[src/rtl/mc_pkg.sv]
// Shared definitions for the multi-cycle controller: state encoding,
// the recognised opcodes and the ALUOp encodings seen by the ALU control.
package mc_pkg;

  typedef enum logic [2:0] {
    ST_FETCH  = 3'd0,
    ST_DECODE = 3'd1,
    ST_EXEC   = 3'd2,
    ST_MEM    = 3'd3,
    ST_WB     = 3'd4,
    ST_HALTED = 3'd5,
    ST_ERR    = 3'd6
  } mc_state_e;

  localparam logic [6:0] OP_RTYPE  = 7'b0110011;
  localparam logic [6:0] OP_LOAD   = 7'b0000011;
  localparam logic [6:0] OP_STORE  = 7'b0100011;
  localparam logic [6:0] OP_BRANCH = 7'b1100011;
  localparam logic [6:0] OP_OPIMM  = 7'b0010011;
  localparam logic [6:0] OP_LUI    = 7'b0110111;
  localparam logic [6:0] OP_JAL    = 7'b1101111;
  localparam logic [6:0] OP_JALR   = 7'b1100111;
  localparam logic [6:0] OP_HALT   = 7'b0000001;

  localparam logic [1:0] ALUOP_MEM   = 2'b00;
  localparam logic [1:0] ALUOP_BR    = 2'b01;
  localparam logic [1:0] ALUOP_ARITH = 2'b10;
  localparam logic [1:0] ALUOP_UTYPE = 2'b11;

  // True for every opcode that proceeds from DECODE into EXEC.
  function automatic logic is_exec_op(input logic [6:0] op);
    logic ok;
    ok = 1'b0;
    case (op)
      OP_RTYPE, OP_LOAD, OP_STORE, OP_BRANCH,
      OP_OPIMM, OP_LUI, OP_JAL, OP_JALR: ok = 1'b1;
      default:                           ok = 1'b0;
    endcase
    return ok;
  endfunction

endpackage

[src/rtl/mc_wait_timer.sv]
// Memory wait-state counter for the multi-cycle controller. Counts cycles in
// which a request is outstanding without completion, clears on completion or
// on any controller state change, and saturates at 8 bits.
module mc_wait_timer #(
  parameter int unsigned MEM_TIMEOUT = 15
) (
  input  logic clk,
  input  logic reset,
  input  logic i_mem_req,
  input  logic i_mem_ready,
  input  logic i_state_chg,
  output logic o_timeout
);

  localparam logic [7:0] TIMEOUT_CNT = 8'(MEM_TIMEOUT);

  logic [7:0] r_wait_cnt;
  logic       w_done;

  // A strobe only counts as completion while a request is outstanding.
  assign w_done = i_mem_req && i_mem_ready;

  // Wait-cycle counter with saturation at 255.
  always_ff @(posedge clk) begin
    if (!reset) begin
      r_wait_cnt <= '0;
    end else if (w_done || i_state_chg) begin
      r_wait_cnt <= '0;
    end else if (i_mem_req && (r_wait_cnt != 8'hFF)) begin
      r_wait_cnt <= r_wait_cnt + 8'd1;
    end
  end

  // Not gated by i_mem_req: the controller only consults this in its memory
  // states, and gating here would close a combinational loop through mem_req.
  // A ready strobe in the same cycle wins over the timeout.
  assign o_timeout = !i_mem_ready && (r_wait_cnt >= TIMEOUT_CNT);

endmodule

[src/rtl/multi_cycle_ctrl.sv]
// Multi-cycle processor control FSM: FETCH -> DECODE -> EXEC -> (MEM) -> (WB).
// All outputs are combinational decodes of the state register and the
// latched opcode, and are forced low while reset is asserted.
// Optional performance counters are enabled by defining
// MULTI_CYCLE_CTRL_PERF_EN (adds cycle_cnt and instr_cnt ports).
module multi_cycle_ctrl
  import mc_pkg::*;
#(
  parameter int unsigned MEM_TIMEOUT = 15
) (
  input  logic        clk,
  input  logic        reset,
  input  logic [6:0]  Opcode,
  input  logic        mem_ready,
  output logic        mem_req,
  output logic        mem_we,
  output logic        IorD,
  output logic        IRWrite,
  output logic        PCWrite,
  output logic        PCWriteCond,
  output logic        RegWrite,
  output logic        MemtoReg,
  output logic        ALUSrc,
  output logic        Jal,
  output logic        Jalr,
  output logic [1:0]  ALUOp,
  output logic [2:0]  state_o,
  output logic        halted,
  output logic        error
`ifdef MULTI_CYCLE_CTRL_PERF_EN
  ,
  output logic [31:0] cycle_cnt,
  output logic [31:0] instr_cnt
`endif
);

  mc_state_e  r_state;
  mc_state_e  w_state_next;
  logic [6:0] r_op_q;
  logic       w_timeout;
  logic       w_state_chg;

  assign w_state_chg = (w_state_next != r_state);

  mc_wait_timer #(
    .MEM_TIMEOUT (MEM_TIMEOUT)
  ) u_wait_timer (
    .clk         (clk),
    .reset       (reset),
    .i_mem_req   (mem_req),
    .i_mem_ready (mem_ready),
    .i_state_chg (w_state_chg),
    .o_timeout   (w_timeout)
  );

  // State register and opcode latch; reset wins from any state.
  always_ff @(posedge clk) begin
    if (!reset) begin
      r_state <= ST_FETCH;
      r_op_q  <= '0;
    end else begin
      r_state <= w_state_next;
      if (r_state == ST_DECODE) begin
        r_op_q <= Opcode;
      end
    end
  end

  // Next-state and output decode; everything stays low while reset is low.
  always_comb begin
    w_state_next = r_state;
    mem_req      = 1'b0;
    mem_we       = 1'b0;
    IorD         = 1'b0;
    IRWrite      = 1'b0;
    PCWrite      = 1'b0;
    PCWriteCond  = 1'b0;
    RegWrite     = 1'b0;
    MemtoReg     = 1'b0;
    ALUSrc       = 1'b0;
    Jal          = 1'b0;
    Jalr         = 1'b0;
    ALUOp        = ALUOP_MEM;
    state_o      = 3'd0;
    halted       = 1'b0;
    error        = 1'b0;
    if (reset) begin
      state_o = r_state;
      case (r_state)
        ST_FETCH: begin
          mem_req = 1'b1;
          if (mem_ready) begin
            IRWrite      = 1'b1;
            PCWrite      = 1'b1;
            w_state_next = ST_DECODE;
          end else if (w_timeout) begin
            w_state_next = ST_ERR;
          end
        end
        ST_DECODE: begin
          if (Opcode == OP_HALT) begin
            w_state_next = ST_HALTED;
          end else if (!is_exec_op(Opcode)) begin
            w_state_next = ST_ERR;
          end else begin
            w_state_next = ST_EXEC;
          end
        end
        ST_EXEC: begin
          case (r_op_q)
            OP_LOAD, OP_STORE: begin
              ALUSrc       = 1'b1;
              ALUOp        = ALUOP_MEM;
              w_state_next = ST_MEM;
            end
            OP_BRANCH: begin
              ALUOp        = ALUOP_BR;
              PCWriteCond  = 1'b1;
              w_state_next = ST_FETCH;
            end
            OP_RTYPE: begin
              ALUOp        = ALUOP_ARITH;
              w_state_next = ST_WB;
            end
            OP_OPIMM, OP_JAL, OP_JALR: begin
              ALUSrc       = 1'b1;
              ALUOp        = ALUOP_ARITH;
              w_state_next = ST_WB;
            end
            OP_LUI: begin
              ALUSrc       = 1'b1;
              ALUOp        = ALUOP_UTYPE;
              w_state_next = ST_WB;
            end
            // DECODE filters illegal opcodes; anything else is corruption.
            default: w_state_next = ST_ERR;
          endcase
        end
        ST_MEM: begin
          mem_req = 1'b1;
          IorD    = 1'b1;
          mem_we  = (r_op_q == OP_STORE);
          if (mem_ready) begin
            w_state_next = (r_op_q == OP_LOAD) ? ST_WB : ST_FETCH;
          end else if (w_timeout) begin
            w_state_next = ST_ERR;
          end
        end
        ST_WB: begin
          RegWrite     = 1'b1;
          MemtoReg     = (r_op_q == OP_LOAD);
          Jal          = (r_op_q == OP_JAL);
          Jalr         = (r_op_q == OP_JALR);
          PCWrite      = (r_op_q == OP_JAL) || (r_op_q == OP_JALR);
          w_state_next = ST_FETCH;
        end
        ST_HALTED: halted = 1'b1;
        ST_ERR:    error  = 1'b1;
        default:   w_state_next = ST_ERR;
      endcase
    end
  end

`ifdef MULTI_CYCLE_CTRL_PERF_EN
  logic [31:0] r_cycle_cnt;
  logic [31:0] r_instr_cnt;

  // Active-cycle and retired-decode counters, both wrapping at 2^32.
  always_ff @(posedge clk) begin
    if (!reset) begin
      r_cycle_cnt <= '0;
      r_instr_cnt <= '0;
    end else begin
      if ((r_state != ST_HALTED) && (r_state != ST_ERR)) begin
        r_cycle_cnt <= r_cycle_cnt + 32'd1;
      end
      if ((r_state == ST_DECODE) && (w_state_next == ST_EXEC)) begin
        r_instr_cnt <= r_instr_cnt + 32'd1;
      end
    end
  end

  assign cycle_cnt = reset ? r_cycle_cnt : 32'd0;
  assign instr_cnt = reset ? r_instr_cnt : 32'd0;
`endif

endmodule

[config.mk]
export PLATFORM = sky130hd
export DESIGN_NAME = multi_cycle_ctrl
export DESIGN_NICKNAME = d
export VERILOG_FILES = /design/src/rtl/mc_pkg.sv /design/src/rtl/mc_wait_timer.sv /design/src/rtl/multi_cycle_ctrl.sv
export SDC_FILE = /design/constraint.sdc
export NUM_CORES = 1
export LEC_CHECK = 0
export BUFFER_PORTS_ARGS = -buffer_cell sky130_fd_sc_hd__buf_2
export CAP_MARGIN = 5
export CORE_ASPECT_RATIO = 1.75
export CORE_MARGIN = 4
export CORE_UTILIZATION = 49
export CTS_CLUSTER_SIZE = 40
export DETAILED_ROUTE_END_ITERATION = 8
export HOLD_SLACK_MARGIN = 0.15
export PLACE_DENSITY_LB_ADDON = 0.15
export REMOVE_ABC_BUFFERS = 1
export SLEW_MARGIN = 20
export SYNTH_ARGS = -nofsm -noshare
export SYNTH_HDL_FRONTEND = slang
export SYNTH_SLANG_ARGS = --single-unit
[constraint.sdc]
create_clock -name clk -period 3.9 [get_ports clk]
set_input_delay 0.39 -clock clk [delete_from_list [all_inputs] [get_ports clk]]
set_output_delay 0.39 -clock clk [all_outputs]
set_load 0.05 [all_outputs]
== Yosys cells after proc, flatten, opt, wreduce, memory -nomap -nowiden ==
Index checks and enable logic that the tools add are counted.

* Register bits: 18
* Bits of input ports: 10
* Logic and storage cells: 92

* $add $sub $neg: 1
* Magnitude comparators: 1
* Equal/unequal tests: 25
* Multiplexer cells: 46
* Bitwise logic cells: 1
* Reduce and logical (&&, ||, !) cells: 15

{| class="wikitable"
|+ Operators with widths
! operator !! count
|-
| equality test 7 x 6 -> 1 bit (second input constant) || 6
|-
| equality test 7 bit (second input constant) || 6
|-
| two-way mux 1 bit || 32
|-
| two-way mux 3 bit || 8
|-
| case mux 3 bit (6 select lines) || 1
|-
| equality test 7 x 2 -> 1 bit (second input constant) || 2
|-
| equality test 7 x 5 -> 1 bit (second input constant) || 2
|-
| equality test 3 bit (second input constant) || 3
|-
| case mux 3 bit (3 select lines) || 1
|-
| adder 8 x 1 -> 8 bit (second input constant) || 1
|-
| >= comparator 8 x 4 -> 1 bit (second input constant) || 1
|-
| != test 8 bit (second input constant) || 1
|-
| OR reduction 2 bit || 4
|-
| OR reduction 8 bit || 1
|-
| equality test 7 x 1 -> 1 bit (second input constant) || 1
|-
| equality test 3 x 2 -> 1 bit (second input constant) || 2
|-
| case mux 2 bit (3 select lines) || 1
|-
| OR reduction 6 bit || 1
|-
| OR reduction 5 bit || 1
|-
| two-way mux 2 bit || 2
|-
| OR reduction 4 bit || 1
|-
| equality test 3 x 1 -> 1 bit (second input constant) || 1
|-
| logical AND 1 bit || 3
|-
| zero test 3 bit || 1
|-
| other kinds (5) || 6
|}

== Depth between registers and ports, before layout ==
* Depth in word-level cells: 13
* Depth in mapped cells: 7

== Modules after synthesis ==
From an unflattened synthesis, not the netlist that was laid out.

* Cell total of the unflattened synthesis: 189
* Area total of the unflattened synthesis: 1,396.3 um^2

{| class="wikitable"
|+ Modules (own cells, without submodules)
! module !! instances !! cells an instance !! area an instance (um^2) !! sequential area each (um^2)
|-
| multi_cycle_ctrl || 1 || 137 || 909.6 || 200.2
|-
| mc_wait_timer || 1 || 52 || 486.7 || 160.2
|}

== Worst setup path after synthesis ==
Ideal clock, no wire load.

* Path kind: flip-flop to output port
* Start point: register r_state[2]
* End point: output port Jal
* Data arrival time: 2,597 ps
* Data required time: 3,510 ps
* Path slack: 913 ps
* Cell stages (with the launch flop): 7
* Cell sequence: dfxtp_1 > clkbuf_1 > clkbuf_1 > nand2_1 > nor2_1 > nand2_1 > nor2_1

* Cells in the longest elaborated chain, start to end: 3

{| class="wikitable"
|+ RTL lines
! what !! RTL line !! RTL
|-
| start: declaration || multi_cycle_ctrl.sv:37 || <nowiki>mc_state_e r_state;</nowiki>
|-
| start signal: assignment || multi_cycle_ctrl.sv:62 || <nowiki>r_state <= w_state_next;</nowiki>
|-
| equality test 3 bit || multi_cycle_ctrl.sv:89 || <nowiki>case (r_state)</nowiki>
|-
| two-way mux 1 bit || multi_cycle_ctrl.sv:89 ||
|-
| two-way mux 1 bit || multi_cycle_ctrl.sv:87 || <nowiki>if (reset) begin</nowiki>
|-
| end: declaration || multi_cycle_ctrl.sv:24 || <nowiki>output logic Jal,</nowiki>
|}

Every way passes these cells.

== Worst setup path after layout ==
Same ends and word-level chain as after synthesis.

==> summary.md <==
| Metric | Value |
|---|---|
| Count leader, synth | `nor2_1` |
| Flops & latches, synth | `18` |
| Flop pwr share | `0.415` |
| RD Place Congestion | `0.840` |
| Slew HR | `0.525` |
| RSZ-0062 raised after global routing | `false` |
| Synth warn | `0` |
| Post-Place Cell Area | `1440 sq um` |
| Avg WL per Cell | `15.2 um` |
| Internal power | `335 uW` |
| Inserted Diodes | `0` |
| R2R Path Start | `u_wait_timer.r_wait_cnt[4]` |
| Critical Path AT | `1.98 ns` |
| Num rows | `24` |
| Die H | `76.2 um` |
| Iter 0 DRT Violations | `53` |
| Number of global-route vias before repair | `1,331` |
| Critical hold path startpoint | `Opcode[4]` |
| Vias after detailed routing | `1,388` |
| CP bufs+invs | `1` |
| Mapped Cells | `184` |
| Max FO, Critical Path | `22` |
| Critical path endpoint category | `output port` |
| Final Hold Violating Endpoints | `0` |
| Worst Hold Slack | `0.393 ns` |
| Register area | `360 sq um` |
| Die width | `47.0 um` |
| CTS tree | `built` |
| Distinct cells, synth | `43` |
| Worst-Margin Slew | `0.711 ns` |
| Worst clock skew | `0.000958 ns` |
| H-tree levels | `1` |
| Area growth, synth to finish | `14.5%` |
| Routed WL | `3520 um` |
| Clk slew on worst S/H paths | `0.07 ns` |
| Area contributors post-synth | `dfxtp_1, nor2_1, nand2_1` |
| 1st-pass router iterations | `4` |
| Total global routing overflow | `0` |
| Clk sink count | `18` |
| Drt drc | `0` |
| Clock buffer depth | `2` |
| First-pass GRT wire length | `5680 um` |
| Multi-input gate area | `885 sq um` |
| Critical path class | `reg -> out` |
| Peak VDD IR | `0.299 mV` |
| Nets | `218` |
| CP max stage cell | `dfxtp_1` |
| MaxCap Viol Count | `0` |
| Comb power frac | `0.286` |
| Dpl hpwl | `2800 um` |
| Initial antenna violation count | `0` |
| Number of vias per cell | `5.98` |
| Design Area, Final | `1490 sq um` |
| Slew Viols, Final | `0` |
| Cell Pwr Density | `352 nW/um^2` |
| Share of post-route cells with drive strength above 1 | `0.189` |
| Switching portion of total power | `0.362` |
| Switching power total | `190 uW` |
| Sequential share of the synthesized area | `0.277` |
| GRT Overall Usage | `0.207` |
| PostCTS Resize Cnt | `0` |
| Top Ports | `28` |
| Startpoint types | `flop` |
| Clock root buffer | `clkbuf_8` |
| Hold bufs inserted after CTS | `0` |
| Largest net degree at the start of global routing | `23` |
| Netlist Area Pre-Place | `1300 sq um` |
| Worst hold path class | `in -> reg` |
| Clock latency at the later pin of the worst-skew pair | `0.26 ns` |
| Final Util | `0.591` |
| Max Fclk | `422 MHz` |
| Sum of negative setup slack | `0 ns` |
| Starting density of the core | `0.516` |
| DRT antenna net count | `0` |
| Final setup fails | `0` |
| Synth top cells by count | `nor2_1, nand2_1, dfxtp_1` |
| Outcome | `finished clean` |
| Crit path from | `r_state[2]` |
| Worst path top cell family by delay | `flip-flops` |
| Synth Flop Type | `dfxtp_1` |
| Fill cells | `260` |
| Worst Path Required | `3.51 ns` |
| Post-synth EDFFs | `0` |
| Final Cycle Share | `0.607` |
| Post-synth top area share | `0.277` |
| CP max stage delay | `0.78 ns` |
| Std-Cell Core Area | `2520 sq um` |
| Setup bufs post-CTS | `0` |
| Die area | `3580 sq um` |
| IO Port Bufs | `27` |
| Leak | `0.611 nW` |
| FF-to-FF setup slack | `1.56 ns` |
| Ys async rst share | `0` |
| Avg Cell Area, Syn | `7.07 sq um` |
| Num CTS Buffers | `3` |
| Synth area leader | `dfxtp_1` |
| Clock Power Share | `0.299` |
| Worst path cell trace | `nand2_1 > nor2_1 > nand2_1 > nor2_1 > buf_2` |
| Minimum clock period | `2.37 ns` |
[tightest hold or removal path: cells and delay by family]
family	cells	cell delay, ns
buffers and inverters	1	0.12
and+or+nand+nor	1	0.05
AOI/OAI and AO/OA	1	0.05
[registers in the layout, summed over array words and instances, names as in the netlist]
register,flops
r_op_q,7
r_state,3
u_wait_timer.r_wait_cnt,8
[layout make-up]
class / count / area share
multi-input combinational: 151 / 0.594
inverter: 6 / 0.0151
timing repair buffer: 27 / 0.0907
sequential: 18 / 0.242
clock buffer: 4 / 0.0369
tap: 26 / 0.0218
[metrics by stage]
stage,power (mW),setup WS (ns),cells
after floorplan,0.329,1.11,175
after global placement,0.367,1.61,228
after detailed placement,0.370,1.55,228
after CTS,0.524,1.54,232
after global routing,0.551,1.29,232
final,0.525,1.53,232
[layout by cell type, fill, tap and decap left out, drive strengths merged, types with 2 or more instances in the layout]
cell type,netlist,final
and2,2,2
mux2i,2,2
o2111ai,2,2
xor2,3,3
inv,5,5
xnor2,4,4
nand3,6,6
a21oi,16,16
or2,2,2
nor3,2,2
dfxtp,18,18
a311oi,2,2
nor2,32,32
buf,1,27
a21boi,2,2
nand4,3,3
and3,5,5
nor2b,4,4
and4,2,2
nand2b,6,6
clkbuf,8,4
or4,2,2
nand2,23,23
nor4,4,4
o21ai,12,12
[routing by layer]
metal	track usage	routed length [um]	vias to the layer above
li1	-	-	694
met1	0.199	1220	648
met2	0.387	2060	36
met3	0.0307	142	10
met4	0.0970	100	0
met5	0	0	-
[final timing paths]
check | to | cells past startpoint
worst max register to register | u_wait_timer.r_wait_cnt[2] | 6
worst min-delay path | r_op_q[4] | 3
worst min register to register | r_op_q[0] | 2
worst max-delay path | Jal | 5
[power groups by stage]
stage | Sequential (mW) | Combinational, mW | Clock (mW)
floorplan | 0.215 | 0.114 | 0
global placement | 0.221 | 0.146 | 0
finish | 0.218 | 0.150 | 0.157
detailed placement | 0.222 | 0.149 | 0
CTS | 0.217 | 0.150 | 0.157
global route | 0.221 | 0.161 | 0.169
[kinds of logic (layout without fill, tap and decap cells)]
logic type,Yosys count,in the layout,synth area share
AND/OR/NAND/NOR,95,95,0.356
multiplexers,3,3,0.0269
AO/OA/AOI/OAI,45,45,0.240
adder cells (fa/ha/maj),1,1,0.00961
buffers and inverters,15,37,0.0433
XOR/XNOR,7,7,0.0471
flip-flops,18,18,0.277
(Power assumes the default switching activity.)
